File: src/rtl/color_pkg.sv
// Shared colour types for the display path.
package color_pkg;
  typedef logic [11:0] color12_t;   // {r[3:0], g[3:0], b[3:0]}
endpackage

File: src/rtl/vga_pkg.sv
// VGA 640x480@60 timing defaults, the sync bundle carried down the alignment delay line,
// and the colour-bar helper used by the optional test pattern.
package vga_pkg;
  import color_pkg::*;

  localparam int DEF_H_ACTIVE = 640;
  localparam int DEF_H_FP     = 16;
  localparam int DEF_H_SYNC   = 96;
  localparam int DEF_H_BP     = 48;
  localparam int DEF_V_ACTIVE = 480;
  localparam int DEF_V_FP     = 10;
  localparam int DEF_V_SYNC   = 2;
  localparam int DEF_V_BP     = 33;
  localparam int H_TOTAL      = DEF_H_ACTIVE + DEF_H_FP + DEF_H_SYNC + DEF_H_BP;
  localparam int V_TOTAL      = DEF_V_ACTIVE + DEF_V_FP + DEF_V_SYNC + DEF_V_BP;

  typedef struct packed {
    logic hsync_n;
    logic vsync_n;
    logic active;
  } vga_sync_t;

  localparam vga_sync_t SYNC_IDLE = '{hsync_n: 1'b1, vsync_n: 1'b1, active: 1'b0};

  function automatic color12_t bar_rgb(input logic [2:0] bar);
    return {{4{bar[2]}}, {4{bar[1]}}, {4{bar[0]}}};
  endfunction
endpackage

File: src/rtl/vga_scanout_if.sv
// Framebuffer read port plus VGA pin bundle; master = scan-out, slave = framebuffer/board side.
interface vga_scanout_if #(
  parameter int X_W = 8,
  parameter int Y_W = 7
);
  import color_pkg::*;

  logic [X_W-1:0] read_x;
  logic [Y_W-1:0] read_y;
  color12_t       read_data;
  logic           test_pattern;
  logic [3:0]     vga_r;
  logic [3:0]     vga_g;
  logic [3:0]     vga_b;
  logic           vga_hsync;
  logic           vga_vsync;
  logic           frame_start;
  logic           vblank;

  modport master (
    output read_x, read_y, vga_r, vga_g, vga_b, vga_hsync, vga_vsync, frame_start, vblank,
    input  read_data, test_pattern
  );

  modport slave (
    input  read_x, read_y, vga_r, vga_g, vga_b, vga_hsync, vga_vsync, frame_start, vblank,
    output read_data, test_pattern
  );
endinterface

File: src/rtl/vga_timing.sv
// Raster counters with next-value outputs, cycle-0 active/sync decode, and the undelayed
// frame_start pulse (only on a counter wrap, so never straight out of reset) and vblank level.
module vga_timing
  import vga_pkg::*;
#(
  parameter int H_ACTIVE = DEF_H_ACTIVE,
  parameter int H_FP     = DEF_H_FP,
  parameter int H_SYNC   = DEF_H_SYNC,
  parameter int H_BP     = DEF_H_BP,
  parameter int V_ACTIVE = DEF_V_ACTIVE,
  parameter int V_FP     = DEF_V_FP,
  parameter int V_SYNC   = DEF_V_SYNC,
  parameter int V_BP     = DEF_V_BP,
  parameter int HCW      = $clog2(H_ACTIVE + H_FP + H_SYNC + H_BP),
  parameter int VCW      = $clog2(V_ACTIVE + V_FP + V_SYNC + V_BP)
) (
  input  logic           clk,
  input  logic           rst,
  output logic [HCW-1:0] hcount,
  output logic [VCW-1:0] vcount,
  output logic [HCW-1:0] h_next,
  output logic [VCW-1:0] v_next,
  output vga_sync_t      sync,
  output logic           frame_start,
  output logic           vblank
);
  localparam int HT = H_ACTIVE + H_FP + H_SYNC + H_BP;
  localparam int VT = V_ACTIVE + V_FP + V_SYNC + V_BP;

  always_comb begin
    h_next = hcount + 1'b1;
    v_next = vcount;
    if (hcount == HCW'(HT - 1)) begin
      h_next = '0;
      v_next = (vcount == VCW'(VT - 1)) ? '0 : vcount + 1'b1;
    end
  end

  always_comb begin
    sync.active  = (hcount < HCW'(H_ACTIVE)) && (vcount < VCW'(V_ACTIVE));
    sync.hsync_n = !((hcount >= HCW'(H_ACTIVE + H_FP)) &&
                     (hcount <  HCW'(H_ACTIVE + H_FP + H_SYNC)));
    sync.vsync_n = !((vcount >= VCW'(V_ACTIVE + V_FP)) &&
                     (vcount <  VCW'(V_ACTIVE + V_FP + V_SYNC)));
  end

  always_ff @(posedge clk) begin
    if (rst) begin
      hcount      <= '0;
      vcount      <= '0;
      frame_start <= 1'b0;
      vblank      <= 1'b0;
    end else begin
      hcount      <= h_next;
      vcount      <= v_next;
      frame_start <= (h_next == '0) && (v_next == '0);
      vblank      <= v_next >= VCW'(V_ACTIVE);
    end
  end
endmodule

File: src/rtl/vga_scanout.sv
// VGA scan-out: framebuffer address generation with 2^SCALE_SHIFT upscaling, sync delayed to meet
// read_data, registered pins (counter->pin latency READ_LATENCY+1). Optional bars: VGA_TEST_PATTERN_EN.
module vga_scanout
  import color_pkg::*;
  import vga_pkg::*;
#(
  parameter int H_ACTIVE     = DEF_H_ACTIVE,
  parameter int H_FP         = DEF_H_FP,
  parameter int H_SYNC       = DEF_H_SYNC,
  parameter int H_BP         = DEF_H_BP,
  parameter int V_ACTIVE     = DEF_V_ACTIVE,
  parameter int V_FP         = DEF_V_FP,
  parameter int V_SYNC       = DEF_V_SYNC,
  parameter int V_BP         = DEF_V_BP,
  parameter int FB_WIDTH     = 160,
  parameter int FB_HEIGHT    = 120,
  parameter int SCALE_SHIFT  = 2,
  parameter int READ_LATENCY = 2
) (
  input  logic          clk_read,
  input  logic          rst,
  vga_scanout_if.master bus
);
  localparam int HCW = $clog2(H_ACTIVE + H_FP + H_SYNC + H_BP);
  localparam int VCW = $clog2(V_ACTIVE + V_FP + V_SYNC + V_BP);
  localparam int XW  = $clog2(FB_WIDTH);
  localparam int YW  = $clog2(FB_HEIGHT);

  logic [HCW-1:0] hcount, h_next;
  logic [VCW-1:0] vcount, v_next;
  vga_sync_t      sync;
  logic           nxt_active;
  logic [XW-1:0]  read_x;
  logic [YW-1:0]  read_y;
  vga_sync_t      dly [READ_LATENCY];
  color12_t       pix;
  color12_t       rgb;
  logic           hsync_q, vsync_q;

  vga_timing #(
    .H_ACTIVE(H_ACTIVE), .H_FP(H_FP), .H_SYNC(H_SYNC), .H_BP(H_BP),
    .V_ACTIVE(V_ACTIVE), .V_FP(V_FP), .V_SYNC(V_SYNC), .V_BP(V_BP),
    .HCW(HCW), .VCW(VCW)
  ) u_timing (
    .clk         (clk_read),
    .rst         (rst),
    .hcount      (hcount),
    .vcount      (vcount),
    .h_next      (h_next),
    .v_next      (v_next),
    .sync        (sync),
    .frame_start (bus.frame_start),
    .vblank      (bus.vblank)
  );

  // Address is computed from the next counter value so it lands alongside that counter value.
  assign nxt_active = (h_next < HCW'(H_ACTIVE)) && (v_next < VCW'(V_ACTIVE));

  always_ff @(posedge clk_read) begin
    if (rst) begin
      read_x <= '0;
      read_y <= '0;
    end else begin
      read_x <= nxt_active ? XW'(h_next >> SCALE_SHIFT) : '0;
      read_y <= nxt_active ? YW'(v_next >> SCALE_SHIFT) : '0;
    end
  end

  always_ff @(posedge clk_read) begin
    if (rst) begin
      for (int i = 0; i < READ_LATENCY; i++) dly[i] <= SYNC_IDLE;
    end else begin
      dly[0] <= sync;
      for (int i = 1; i < READ_LATENCY; i++) dly[i] <= dly[i-1];
    end
  end

`ifdef VGA_TEST_PATTERN_EN
  logic [HCW-1:0] hdly [READ_LATENCY];

  always_ff @(posedge clk_read) begin
    if (rst) begin
      for (int i = 0; i < READ_LATENCY; i++) hdly[i] <= '0;
    end else begin
      hdly[0] <= hcount;
      for (int i = 1; i < READ_LATENCY; i++) hdly[i] <= hdly[i-1];
    end
  end

  // Eight equal-width bars across the active line.
  always_comb begin
    pix = bus.read_data;
    if (bus.test_pattern) pix = bar_rgb(3'(hdly[READ_LATENCY-1] / HCW'(H_ACTIVE / 8)));
  end
`else
  logic unused_tp;
  assign unused_tp = ^{bus.test_pattern, hcount, vcount};

  always_comb begin
    pix = bus.read_data;
  end
`endif

  always_ff @(posedge clk_read) begin
    if (rst) begin
      rgb     <= 12'h000;
      hsync_q <= 1'b1;
      vsync_q <= 1'b1;
    end else begin
      rgb     <= dly[READ_LATENCY-1].active ? pix : 12'h000;
      hsync_q <= dly[READ_LATENCY-1].hsync_n;
      vsync_q <= dly[READ_LATENCY-1].vsync_n;
    end
  end

  assign bus.read_x    = read_x;
  assign bus.read_y    = read_y;
  assign bus.vga_r     = rgb[11:8];
  assign bus.vga_g     = rgb[7:4];
  assign bus.vga_b     = rgb[3:0];
  assign bus.vga_hsync = hsync_q;
  assign bus.vga_vsync = vsync_q;
endmodule

File: src/flat_wrapper.sv
// flat-port wrapper written by rule: the top's interface ports become plain ports
module vga_scanout_flat import color_pkg::*; import vga_pkg::*;
#(
  parameter int H_ACTIVE     = DEF_H_ACTIVE,
  parameter int H_FP         = DEF_H_FP,
  parameter int H_SYNC       = DEF_H_SYNC,
  parameter int H_BP         = DEF_H_BP,
  parameter int V_ACTIVE     = DEF_V_ACTIVE,
  parameter int V_FP         = DEF_V_FP,
  parameter int V_SYNC       = DEF_V_SYNC,
  parameter int V_BP         = DEF_V_BP,
  parameter int FB_WIDTH     = 160,
  parameter int FB_HEIGHT    = 120,
  parameter int SCALE_SHIFT  = 2,
  parameter int READ_LATENCY = 2
)
  (clk_read, rst, bus_read_x, bus_read_y, bus_vga_r, bus_vga_g, bus_vga_b, bus_vga_hsync, bus_vga_vsync, bus_frame_start, bus_vblank, bus_read_data, bus_test_pattern);
  vga_scanout_if #(.X_W(8), .Y_W(7)) bus_i ();
  input  logic clk_read;
  input  logic rst;
  output wire logic [$bits(bus_i.read_x)-1:0] bus_read_x;
  output wire logic [$bits(bus_i.read_y)-1:0] bus_read_y;
  output wire logic [$bits(bus_i.vga_r)-1:0] bus_vga_r;
  output wire logic [$bits(bus_i.vga_g)-1:0] bus_vga_g;
  output wire logic [$bits(bus_i.vga_b)-1:0] bus_vga_b;
  output wire logic [$bits(bus_i.vga_hsync)-1:0] bus_vga_hsync;
  output wire logic [$bits(bus_i.vga_vsync)-1:0] bus_vga_vsync;
  output wire logic [$bits(bus_i.frame_start)-1:0] bus_frame_start;
  output wire logic [$bits(bus_i.vblank)-1:0] bus_vblank;
  input wire logic [$bits(bus_i.read_data)-1:0] bus_read_data;
  input wire logic [$bits(bus_i.test_pattern)-1:0] bus_test_pattern;
  assign bus_read_x = bus_i.read_x;
  assign bus_read_y = bus_i.read_y;
  assign bus_vga_r = bus_i.vga_r;
  assign bus_vga_g = bus_i.vga_g;
  assign bus_vga_b = bus_i.vga_b;
  assign bus_vga_hsync = bus_i.vga_hsync;
  assign bus_vga_vsync = bus_i.vga_vsync;
  assign bus_frame_start = bus_i.frame_start;
  assign bus_vblank = bus_i.vblank;
  assign bus_i.read_data = bus_read_data;
  assign bus_i.test_pattern = bus_test_pattern;
  vga_scanout #(.H_ACTIVE(H_ACTIVE), .H_FP(H_FP), .H_SYNC(H_SYNC), .H_BP(H_BP), .V_ACTIVE(V_ACTIVE), .V_FP(V_FP), .V_SYNC(V_SYNC), .V_BP(V_BP), .FB_WIDTH(FB_WIDTH), .FB_HEIGHT(FB_HEIGHT), .SCALE_SHIFT(SCALE_SHIFT), .READ_LATENCY(READ_LATENCY)) u_core (.clk_read(clk_read), .rst(rst), .bus(bus_i));
endmodule
File: config.mk
export PLATFORM = sky130hd
export DESIGN_NAME = vga_scanout_flat
export DESIGN_NICKNAME = d
export VERILOG_FILES = /design/src/rtl/color_pkg.sv /design/src/rtl/vga_pkg.sv /design/src/rtl/vga_scanout_if.sv /design/src/rtl/vga_timing.sv /design/src/rtl/vga_scanout.sv /design/src/flat_wrapper.sv
export SDC_FILE = /design/constraint.sdc
export NUM_CORES = 1
export LEC_CHECK = 0
export BUFFER_PORTS_ARGS = -buffer_cell sky130_fd_sc_hd__buf_2
export CAP_MARGIN = 20
export CELL_PAD_IN_SITES_DETAIL_PLACEMENT = 1
export CELL_PAD_IN_SITES_GLOBAL_PLACEMENT = 2
export CORE_ASPECT_RATIO = 1.4
export CORE_MARGIN = 2
export CORE_UTILIZATION = 30
export CTS_CLUSTER_SIZE = 25
export DETAILED_ROUTE_END_ITERATION = 10
export GPL_ROUTABILITY_DRIVEN = 0
export GPL_TIMING_DRIVEN = 0
export PLACE_DENSITY_LB_ADDON = 0.1
export SYNTH_ARGS = -nofsm -noshare
export SYNTH_HDL_FRONTEND = slang
export SYNTH_SLANG_ARGS = --single-unit
File: constraint.sdc
create_clock -name clk_read -period 2.7 [get_ports clk_read]
set_clock_uncertainty 0.2 [all_clocks]
set_input_delay 0 -clock clk_read [delete_from_list [all_inputs] [get_ports clk_read]]
set_output_delay 0 -clock clk_read [all_outputs]
set_load 0.1 [all_outputs]
==> flow_summary_export.csv <==
group,metric,value,unit
run_status,outcome,"finished, violations left",
run_status,violations,"setup timing",
layout,nNetsFinal,359,
layout,num_antenna_cells,0,
setup_path,critPathCaptureType,"register",
die,placement_rows,38,
placed_design,place.port_buffers,44,
grt,grt_pass1_vias,2264,
layout,instances_no_fill,445,
placed_design,placed_area,2775,um2
clock_network,clkTransAtPathRegs,0.07,ns
clock_network,tritoncts,"built",
flow_run,maxCapViolCount,0,
die,chipWidth,80.06,um
layout,fin_area,3515,um2
detailed_routing,firstDrtPassIters,4,
clock_network,insertion_delay,0.35,ns
die,core-area,7797,um2
sta,max_freq,0.3620,GHz
sta,setup-violations-final,10,
placed_design,place_inst,398,
sta,timing.hold.ws,0.1826,ns
yosys,netlist.area_leader.share,0.4696,
layout,fill_cells,900,
sta,worst_slack,-0.06275,ns
clock_network,cts_root_buffer,"clkbuf_8",
clock_network,htreeDepth,3,
pwr,power.total,1.884,mW
hold_path,hold_path_class,"in2reg",
layout,syn_to_final_growth,44.64,%
die,die_area,8845,um2
pwr,p_leak,1.464,nW
detailed_routing,detail_route.wl_per_cell,17.17,um
layout,regArea,1155,um2
sta,hold_viol_final,0,
yosys,ys_ff_latch,57,
yosys,syn_area_per_cell,9.566,um2
die,die_h,110.5,um
sta,maxSlewViolCount,0,
yosys,syn_inst,254,
grt,grtUsageTotal,0.1836,
sta,setup_tns,-0.3212,ns
sta,slew_headroom,0.5447,
yosys,ys_seq_area_frac,0.4696,
grt,grt_pass1_wl,11930,um
placed_design,dpl.hpwl,5105,um
yosys,synth_edf_count,0,
layout,multi_input_area,1330,um2
sta,finalCritPeriodShare,1.023,
detailed_routing,wl,7642,um
yosys,synth_area,2430,um2
sta,period_needed,2.763,ns
grt,grt_antenna_before_repair,0,
yosys,synth_area_leaders,"dfxtp_1 47%, nor3_1 4.5%, xnor2_1 3.2%",
yosys,syn-num-nets,273,
detailed_routing,drc,0,
layout,fin_util,0.4507,
die,start_util,0.3116,
pwr,peakVddDrop,402.5,uV
setup_path,start_kind,"register",
clock_network,cts_buffers,9,
setup_path,arrival,2.80,ns
yosys,synth_cell_type_count,51,
yosys,yosysWarnings,0,
setup_path,path_class,"reg2reg",
die,boundaryPins,46,
detailed_routing,drtIter0Drc,56,
clock_network,ctsLongestPathBuffers,2,
detailed_routing,dr_total_vias,2169,
yosys,synth_top_flop_cell,"dfxtp_1",
setup_path,required,2.74,ns
grt,grt_max_degree,11,
sta,tightest_slew,0.6829,ns
sta,rsz0062_at_grt,"yes",
detailed_routing,ant_nets,0,
yosys,yosys.area.top_type,"dfxtp_1",
detailed_routing,viasPerCell,4.874,
clock_network,clock-sinks,57,
grt,overflow,0,
placed_design,pre_cts_ws,-0.4200,ns
pwr,power_density,536.0,nW/um2
setup_path,crit_path_max_fanout,7,
yosys,synth-async-reset-ratio,0,
layout,drive_above_1_share,0.3913,
[flip-flops by register name, indices dropped and copies added, names as in the netlist]
name                         cells
u_core.bus.read_x                8
u_core.bus.read_y                7
u_core.bus.vga_hsync             1
u_core.bus.vga_vsync             1
u_core.dly                       6
u_core.rgb                      12
u_core.u_timing.frame_start      1
u_core.u_timing.hcount          10
u_core.u_timing.vblank           1
u_core.u_timing.vcount          10
[critical path, stage by stage (launching register included)]
cell and delay, ns:
dfxtp_4 0.37, or3b_1 0.38, or4_4 0.59, nor3_4 0.26
xnor2_4 0.13, o41ai_4 0.35, buf_6 0.18, and3b_1 0.18
[power breakdown]
part,internal (mW),switching (mW)
logic,0.0442,0.0815
registers,0.851,0.00610
clock network,0.543,0.359
[path summary, 6_finish.rpt]
kind	startpoint	end	slack [ns]	cells after the start
worst max-delay path	u_core.u_timing.hcount[5]	u_core.bus.read_x[5]	-0.06	7
worst max register to register	u_core.u_timing.hcount[5]	u_core.bus.read_x[5]	-0.06	7
worst min register to register	u_core.dly[0][2]	u_core.dly[0][5]	0.20	1
worst min-delay path	bus_read_data[5]	u_core.rgb[5]	0.18	3
[layout by cell type, fill, tap and decap left out, drive strengths merged, types with 9 or more instances in the layout]
cell	netlist	routed
a21oi	9	9
and2	12	12
buf	7	64
clkbuf	11	21
dfxtp	57	57
dlygate4sd3	0	19
nand2	12	12
nand3	13	13
nor2	20	20
nor3	24	24
xnor2	11	11
[kinds of logic (layout without fill, tap and decap cells)]
logic type | Yosys count | after routing | share of synthesized area
flops | 57 | 57 | 0.4696
xor+xnor | 14 | 14 | 0.05665
simple gates | 124 | 124 | 0.2899
buf+inv | 26 | 117 | 0.06694
compound gates | 27 | 27 | 0.08754
fa+ha+maj | 4 | 4 | 0.02060
mux | 2 | 2 | 0.008754
[layer usage]
layer  vias up  GRT usage  share of wire
met1      1057     0.1887           0.39
met2        41     0.3400           0.54
met5         -          0              0
met3        13    0.04412          0.038
met4         0    0.08023          0.027
li1       1058          -              -
[synthesized netlist by cell type, drive strengths merged (2+ instances only)]
master  count
dfxtp      57
nor3       24
nor2       20
nand3      13
and2       12
nand2      12
clkbuf     11
xnor2      11
a21oi       9
buf         7
inv         7
nor4        7
nand4       6
or2         5
ha          4
nor2b       4
nor4b       4
o21ai       4
a21o        3
a31oi       3
and3b       3
o41ai       3
or3         3
xor2        3
and3        2
nand2b      2
or4         2
[area by class of cell]
type / instances / area share
multi-input cells: 171 / 0.3784
clock inverters: 5 / 0.02243
clock buffers: 11 / 0.04023
repair buffers: 78 / 0.1556
inverters: 7 / 0.007476
well taps: 100 / 0.03560
plain buffers: 16 / 0.03168
flip-flops and latches: 57 / 0.3286
[what timing repair did]
item,4_1_cts,5_1_grt
pin swaps,12,13
setup endpoints to repair,17,18
hold endpoints to repair,23,0
gates cloned,0,0
hold buffers,19,0
setup buffers,9,6
gates resized for setup,25,25
Power figures use the tool's default switching activity.
